File: src/rtl/corner_pipeline_sequencer.sv
// corner_pipeline_sequencer
// Frames the input of a corner-detection pipeline and collects its results.
// Each frame runs as follows:
//   - Pixels are accepted in raster order.
//   - The pipeline is then flushed with zero luma until every pixel has emerged.
//   - After a warm-up of LAT_ROWS*W+LAT_COLS valid cycles, each pipeline flag
//     is mapped back to an output coordinate.
//   - Flagged coordinates inside the border margin are queued in a
//     first-word-fall-through FIFO.
// Ports:
//   clk, reset             clock, synchronous active-high reset
//   start                  frame start pulse (honoured only while idle)
//   r_width, r_height      frame dimensions, latched at start
//   pix_valid / pix_ready  upstream pixel handshake
//   pipe_valid             pipeline in_valid
//   pipe_flush             selects zero luma into the pipeline
//   pipe_is_corner         registered corner flag from the pipeline
//   corner_valid / corner_ready, corner_x, corner_y
//                          corner output stream
//   busy, done             frame in progress; one-cycle end-of-frame pulse
//   overflow               sticky: a corner was dropped on a full FIFO
//   corner_count           saturating count of queued corners
module corner_pipeline_sequencer #(
    parameter int COORD_BITS = 11,
    parameter int LAT_ROWS   = 5,
    parameter int LAT_COLS   = 16,
    parameter int BORDER     = 3,
    parameter int FIFO_DEPTH = 16
) (
    input  logic                  clk,
    input  logic                  reset,
    input  logic                  start,
    input  logic [COORD_BITS-1:0] r_width,
    input  logic [COORD_BITS-1:0] r_height,
    input  logic                  pix_valid,
    output logic                  pix_ready,
    output logic                  pipe_valid,
    output logic                  pipe_flush,
    input  logic                  pipe_is_corner,
    output logic                  corner_valid,
    input  logic                  corner_ready,
    output logic [COORD_BITS-1:0] corner_x,
    output logic [COORD_BITS-1:0] corner_y,
    output logic                  busy,
    output logic                  done,
    output logic                  overflow,
    output logic [15:0]           corner_count
);

    localparam int LAT_W = COORD_BITS + 8;
    localparam int CB    = COORD_BITS + 1;
    localparam int AW    = $clog2(FIFO_DEPTH);
    localparam logic [CB-1:0]    BORDER_C   = CB'(BORDER);
    localparam logic [LAT_W-1:0] LAT_ROWS_C = LAT_W'(LAT_ROWS);
    localparam logic [LAT_W-1:0] LAT_COLS_C = LAT_W'(LAT_COLS);

    typedef enum logic [2:0] {
        ST_IDLE  = 3'd0,
        ST_RUN   = 3'd1,
        ST_FLUSH = 3'd2,
        ST_DRAIN = 3'd3,
        ST_DONE  = 3'd4
    } state_t;

    state_t                  state_r, state_n;
    logic [COORD_BITS-1:0]   w_r, h_r;
    logic [COORD_BITS-1:0]   ix_r, iy_r, ox_r, oy_r;
    logic                    eval_on_r;
    logic [LAT_W-1:0]        warm_r, flush_cnt_r;
    logic [COORD_BITS-1:0]   mem_x_r [FIFO_DEPTH];
    logic [COORD_BITS-1:0]   mem_y_r [FIFO_DEPTH];
    logic [AW:0]             wr_ptr_r, rd_ptr_r;
    logic                    overflow_r;
    logic [15:0]             count_r;

    logic [LAT_W-1:0]        lat_total_s;
    logic                    frame_start_s, accept_s, last_in_s;
    logic                    warm_done_s, eval_s, last_eval_s, in_border_s;
    logic                    push_s, pop_s, push_ok_s, full_s, empty_s;

    // Pipeline latency in cycles, kept at full width so large frames are not truncated.
    assign lat_total_s   = (LAT_ROWS_C * {8'd0, w_r}) + LAT_COLS_C;

    assign frame_start_s = (state_r == ST_IDLE) && start;
    assign accept_s      = (state_r == ST_RUN) && pix_valid;
    assign last_in_s     = (ix_r == (w_r - COORD_BITS'(1))) && (iy_r == (h_r - COORD_BITS'(1)));
    assign pipe_valid    = accept_s || (state_r == ST_FLUSH);

    // The output coordinate lags the input by the pipeline latency. Counting
    // warm-up in pipe_valid cycles keeps the mapping exact under input stalls.
    assign warm_done_s   = (warm_r >= lat_total_s);
    assign eval_s        = pipe_valid && eval_on_r && warm_done_s;
    assign last_eval_s   = eval_s && (ox_r == (w_r - COORD_BITS'(1)))
                                  && (oy_r == (h_r - COORD_BITS'(1)));
    // Compare one bit wider so narrow frames (W < BORDER) cannot underflow.
    assign in_border_s   = ({1'b0, ox_r} >= BORDER_C) && (({1'b0, ox_r} + BORDER_C) < {1'b0, w_r})
                        && ({1'b0, oy_r} >= BORDER_C) && (({1'b0, oy_r} + BORDER_C) < {1'b0, h_r});

    assign empty_s       = (wr_ptr_r == rd_ptr_r);
    assign full_s        = (wr_ptr_r[AW-1:0] == rd_ptr_r[AW-1:0]) && (wr_ptr_r[AW] != rd_ptr_r[AW]);
    assign pop_s         = !empty_s && corner_ready;
    assign push_s        = eval_s && pipe_is_corner && in_border_s;
    // A full FIFO still accepts a push when a pop frees a slot in the same cycle.
    assign push_ok_s     = push_s && (!full_s || pop_s);

    assign corner_valid  = !empty_s;
    assign corner_x      = empty_s ? {COORD_BITS{1'b0}} : mem_x_r[rd_ptr_r[AW-1:0]];
    assign corner_y      = empty_s ? {COORD_BITS{1'b0}} : mem_y_r[rd_ptr_r[AW-1:0]];
    assign overflow      = overflow_r;
    assign corner_count  = count_r;

    // Next-state and state-decoded control outputs.
    always_comb begin
        state_n    = state_r;
        pix_ready  = 1'b0;
        pipe_flush = 1'b0;
        busy       = 1'b0;
        done       = 1'b0;
        case (state_r)
            ST_IDLE: begin
                if (start) begin
                    if ((r_width == {COORD_BITS{1'b0}}) || (r_height == {COORD_BITS{1'b0}})) begin
                        state_n = ST_DONE;
                    end else begin
                        state_n = ST_RUN;
                    end
                end else begin
                    state_n = ST_IDLE;
                end
            end
            ST_RUN: begin
                pix_ready = 1'b1;
                busy      = 1'b1;
                if (accept_s && last_in_s) begin
                    state_n = ST_FLUSH;
                end else begin
                    state_n = ST_RUN;
                end
            end
            ST_FLUSH: begin
                pipe_flush = 1'b1;
                busy       = 1'b1;
                if ((flush_cnt_r + LAT_W'(1)) >= lat_total_s) begin
                    state_n = ST_DRAIN;
                end else begin
                    state_n = ST_FLUSH;
                end
            end
            ST_DRAIN: begin
                busy = 1'b1;
                if (empty_s) begin
                    state_n = ST_DONE;
                end else begin
                    state_n = ST_DRAIN;
                end
            end
            ST_DONE: begin
                done    = 1'b1;
                state_n = ST_IDLE;
            end
            default: begin
                state_n = ST_IDLE;
            end
        endcase
    end

    // State register, frame geometry, and the input/output coordinate trackers.
    always_ff @(posedge clk) begin
        if (reset) begin
            state_r     <= ST_IDLE;
            w_r         <= {COORD_BITS{1'b0}};
            h_r         <= {COORD_BITS{1'b0}};
            ix_r        <= {COORD_BITS{1'b0}};
            iy_r        <= {COORD_BITS{1'b0}};
            ox_r        <= {COORD_BITS{1'b0}};
            oy_r        <= {COORD_BITS{1'b0}};
            eval_on_r   <= 1'b0;
            warm_r      <= {LAT_W{1'b0}};
            flush_cnt_r <= {LAT_W{1'b0}};
        end else begin
            state_r <= state_n;
            if (frame_start_s) begin
                w_r         <= r_width;
                h_r         <= r_height;
                ix_r        <= {COORD_BITS{1'b0}};
                iy_r        <= {COORD_BITS{1'b0}};
                ox_r        <= {COORD_BITS{1'b0}};
                oy_r        <= {COORD_BITS{1'b0}};
                eval_on_r   <= (r_width != {COORD_BITS{1'b0}}) && (r_height != {COORD_BITS{1'b0}});
                warm_r      <= {LAT_W{1'b0}};
                flush_cnt_r <= {LAT_W{1'b0}};
            end else begin
                if (accept_s) begin
                    if (ix_r == (w_r - COORD_BITS'(1))) begin
                        ix_r <= {COORD_BITS{1'b0}};
                        iy_r <= iy_r + COORD_BITS'(1);
                    end else begin
                        ix_r <= ix_r + COORD_BITS'(1);
                    end
                end
                if (pipe_valid && !warm_done_s) begin
                    warm_r <= warm_r + LAT_W'(1);
                end
                if (state_r == ST_FLUSH) begin
                    flush_cnt_r <= flush_cnt_r + LAT_W'(1);
                end
                if (eval_s) begin
                    if (ox_r == (w_r - COORD_BITS'(1))) begin
                        ox_r <= {COORD_BITS{1'b0}};
                        oy_r <= oy_r + COORD_BITS'(1);
                    end else begin
                        ox_r <= ox_r + COORD_BITS'(1);
                    end
                    if (last_eval_s) begin
                        eval_on_r <= 1'b0;
                    end
                end
            end
        end
    end

    // FIFO pointers, sticky overflow, and the saturating corner counter.
    always_ff @(posedge clk) begin
        if (reset) begin
            wr_ptr_r   <= {(AW+1){1'b0}};
            rd_ptr_r   <= {(AW+1){1'b0}};
            overflow_r <= 1'b0;
            count_r    <= 16'd0;
        end else if (frame_start_s) begin
            overflow_r <= 1'b0;
            count_r    <= 16'd0;
        end else begin
            if (push_ok_s) begin
                wr_ptr_r <= wr_ptr_r + (AW+1)'(1);
                if (count_r != 16'hFFFF) begin
                    count_r <= count_r + 16'd1;
                end
            end
            if (pop_s) begin
                rd_ptr_r <= rd_ptr_r + (AW+1)'(1);
            end
            if (push_s && full_s && !pop_s) begin
                overflow_r <= 1'b1;
            end
        end
    end

    // FIFO storage; contents need no reset because the pointers gate visibility.
    always_ff @(posedge clk) begin
        if (push_ok_s) begin
            mem_x_r[wr_ptr_r[AW-1:0]] <= ox_r;
            mem_y_r[wr_ptr_r[AW-1:0]] <= oy_r;
        end
    end

endmodule

File: config.mk
export PLATFORM = sky130hd
export DESIGN_NAME = corner_pipeline_sequencer
export DESIGN_NICKNAME = d
export VERILOG_FILES = /design/src/rtl/corner_pipeline_sequencer.sv
export SDC_FILE = /design/constraint.sdc
export NUM_CORES = 1
export LEC_CHECK = 0
export CAP_MARGIN = 20
export CELL_PAD_IN_SITES_DETAIL_PLACEMENT = 0
export CELL_PAD_IN_SITES_GLOBAL_PLACEMENT = 1
export CORE_ASPECT_RATIO = 0.6
export CORE_UTILIZATION = 53
export CTS_BUF_LIST = sky130_fd_sc_hd__clkbuf_2 sky130_fd_sc_hd__clkbuf_4 sky130_fd_sc_hd__clkbuf_8
export DETAILED_ROUTE_END_ITERATION = 10
export HOLD_SLACK_MARGIN = 0.06
export PLACE_DENSITY = 0.8
export SLEW_MARGIN = 20
export SYNTH_ARGS = -nofsm -noshare
export SYNTH_HDL_FRONTEND = slang
export SYNTH_SLANG_ARGS = --single-unit
File: constraint.sdc
create_clock -name clk -period 7.55 [get_ports clk]
set_input_delay 1.51 -clock clk [delete_from_list [all_inputs] [get_ports clk]]
set_output_delay 1.51 -clock clk [all_outputs]
set_load 0.01 [all_outputs]
==> results by group <==
Status
  • Status: finished, final reports clean

Drt
  • DRC: 0
  • Via/cell ratio: 6.14
  • Final ANT Viol Nets: 0
  • Initial DRC count: 1559
  • First drt pass iteration count: 5
  • Routed WL: 56900 um
  • Routed wire per std cell: 23.1 um
  • Via count: 15138

Cells and area
  • Final std cells w/o fill: 2467
  • Area grow syn2layout: 12.2%
  • Net count, final: 1964
  • Layout cells sized above 1: 0.143
  • Ant diodes: 0
  • Fin area: 25800 um^2

Synth
  • Seq/Total Area, Yosys: 0.580
  • Yosys Warn Count: 0
  • Synth area leaders: edfxtp_1 46%, dfxtp_1 12%, mux4_2 8.6%
  • Number of synthesized flops with an enable pin: 352
  • Share of the synthesized area in the top cell type: 0.459
  • Most area-hungry cell type in the Yosys netlist: edfxtp_1
  • Yosys reg bits: 491
  • Post-synth ARST share: 0
  • Post-Synthesis Cell Area: 23000 um^2
  • Post-synthesis instance total: 1771
  • Synth Area per Inst: 13.0 um^2
  • Post-synth cell types: 76
  • Syn Nets: 1890
  • Main flop type after synthesis: edfxtp_1

Power
  • P_sw: 1250 uW
  • Combinational Power Share: 0.056
  • Switching share of power: 0.234
  • Sequential cell fraction of total power: 0.540
  • PD cells: 207 nW/um^2
  • Peak VDD IR: 0.000195 V
  • Total power: 5340 uW
  • Leakage power: 0.00892 uW
  • Internal Power: 4090 uW
  • Clock power frac: 0.404

Timing
  • Post-layout min period: 5.74 ns
  • Slew HR: 0.281
  • Skew final: 0.0338 ns
  • Final setup fails: 0
  • Worst hold slack: 0.479 ns
  • RSZ-0062 raised after global routing: false
  • Final max-slew violation count: 0
  • Final period util: 0.760
  • Fin Setup TNS: 0 ns
  • Max Freq: 174 MHz
  • Worst-margin pin slew: 1.08 ns
  • Final Hold Fails: 0

Global routing
  • Largest net degree at the start of global routing: 62
  • Overflow after GRT: 0
  • Initial antenna violation count: 0
  • GRT Overall Usage: 0.261
  • First-pass GRT wire length: 86900 um
  • Vias in the first global route: 14417

Clock network
  • CTS tree: yes
  • Inserted Clock Buffers: 72
  • Worst skew pair latency: 0.64 ns
  • Clk root buf: clkbuf_8
  • Quantity of gates resized following cts: 0
  • Clk sink count: 491
  • Clock buffer depth: 3
  • Hold Buf Count CTS: 0
  • Clock transition at path regs: 0.07 ns
  • Postcts setup bufs: 0
  • Htree depth: 3

Worst setup path
  • CP Class: reg -> reg
  • CP max FO: 37
  • Worst EP arrival: 6.31 ns
  • Required @ worst endpoint: 8.12 ns
  • Startpoint types: register
  • CP Capture Type: register

Run
  • Maxcap violations: 0

Place
  • Post-detail-place hpwl: 36700 um
  • Inst Count DP: 2340
  • Post-placement cell area: 24400 um^2
  • IO Port Bufs: 72
  • Routability cong.: 0.851

Die
  • CORE AREA: 42300 um^2
  • DIE AREA: 44300 um^2
  • Die Wd: 271 um
  • Number of I/O pins: 73
  • Die H: 163 um
  • Initial Util: 0.544
  • Std-Cell Rows: 58

Hold path
  • Hold Path Class: reg -> reg
-- metrics by stage --
step | setup WS [ns] | util
global placement | 1.82 | 0.576
CTS | 1.80 | 0.610
floorplan | 1.35 | -
global route | 1.33 | 0.610
detailed placement | 1.85 | 0.576
finish | 1.81 | 0.610
-- power by group through the flow --
stage	clock network (uW)	logic, uW	registers (uW)
5_1_grt	2300	332	2880
4_1_cts	2200	298	2880
2_1_floorplan	0	218	2930
3_3_place_gp	0	292	2940
6_report	2160	300	2880
3_5_place_dp	0	296	2940
-- worst max-delay path, stage by stage, from the launching register on --
cell	delay, ns
dfxtp_1	0.61
inv_1	0.17
fa_1	0.49
ha_1	0.29
a21o_1	0.18
a21oi_1	0.25
o21bai_1	0.09
a21oi_1	0.20
o21ai_0	0.21
a21o_1	0.22
a21oi_1	0.23
ha_1	0.19
nor2_1	0.04
nand2_1	0.16
o211a_1	0.15
o21ai_1	0.28
or4_1	1.08
or4_1	0.66
a21oi_1	0.16
-- sequential cells by signal (all words and copies together), names as in the netlist, 11 cells and up, named ones only --
register,flops
corner_count,16
iy_r,11
flush_cnt_r,19
oy_r,11
mem_x_r,176
ix_r,11
mem_y_r,176
warm_r,19
w_r,11
h_r,11
ox_r,11
-- final cells by class --
| class | count | area (um^2) |
|---|---|---|
| Tap cell | 570 | 713 |
| Inverter | 50 | 188 |
| Fill cell | 3282 | 16500 |
| Clock buffer | 86 | 1100 |
| Multi-Input combinational cell | 1125 | 9130 |
| Clock inverter | 40 | 322 |
| Sequential cell | 491 | 13400 |
| Timing Repair Buffer | 105 | 997 |
-- routing by layer --
metal  wire length, um  GRT usage
met1             28000      0.409
met4              1120     0.0675
met2             22900      0.353
met3              4870     0.0694
met5                 0          0
-- worst paths after layout --
kind | from | to | slack, ns | depth (start not counted)
worst min-delay path | warm_r[15] | warm_r[15] | 0.48 | 1
worst min register to register | warm_r[15] | warm_r[15] | 0.48 | 1
worst max register to register | w_r[2] | corner_count[8] | 1.81 | 18
worst max-delay path | w_r[2] | corner_count[8] | 1.81 | 18
-- cells by family (layout without fill, tap and decap cells) --
| family | count (synthesis) | in the layout | share of synthesized area |
|---|---|---|---|
| AOI/OAI and AO/OA | 268 | 268 | 0.0753 |
| buffers and inverters | 155 | 281 | 0.0270 |
| muxes | 118 | 118 | 0.0992 |
| adders and majority gates | 92 | 92 | 0.0506 |
| DFF | 491 | 491 | 0.580 |
| and+or+nand+nor | 502 | 502 | 0.112 |
| xor gates and xnor gates | 145 | 145 | 0.0555 |
-- cell usage in the layout, fill, tap and decap left out, drive strengths merged, types with 72 or more instances in the layout --
master         Yosys  routed
dfxtp            139     139
edfxtp           352     352
ha                89      89
clkdlybuf4s50      0      72
nor2             104     104
a21oi             95      95
nand2            123     123
xnor2             84      84
clkbuf            79      86
mux4              88      88
-- synth_stat cells, types with 26 or more instances --
cell type,number
nor2_1,104
a21oi_1,95
or3_1,26
a211oi_1,50
xnor2_1,83
ha_1,89
mux4_2,88
inv_1,50
mux2i_1,30
edfxtp_1,352
clkbuf_1,76
xor2_1,61
dfxtp_1,139
nand2_1,122
nor3_1,27
o21ai_0,37
nand3_1,56
nor2b_1,32
Power figures use the tool's default switching activity.
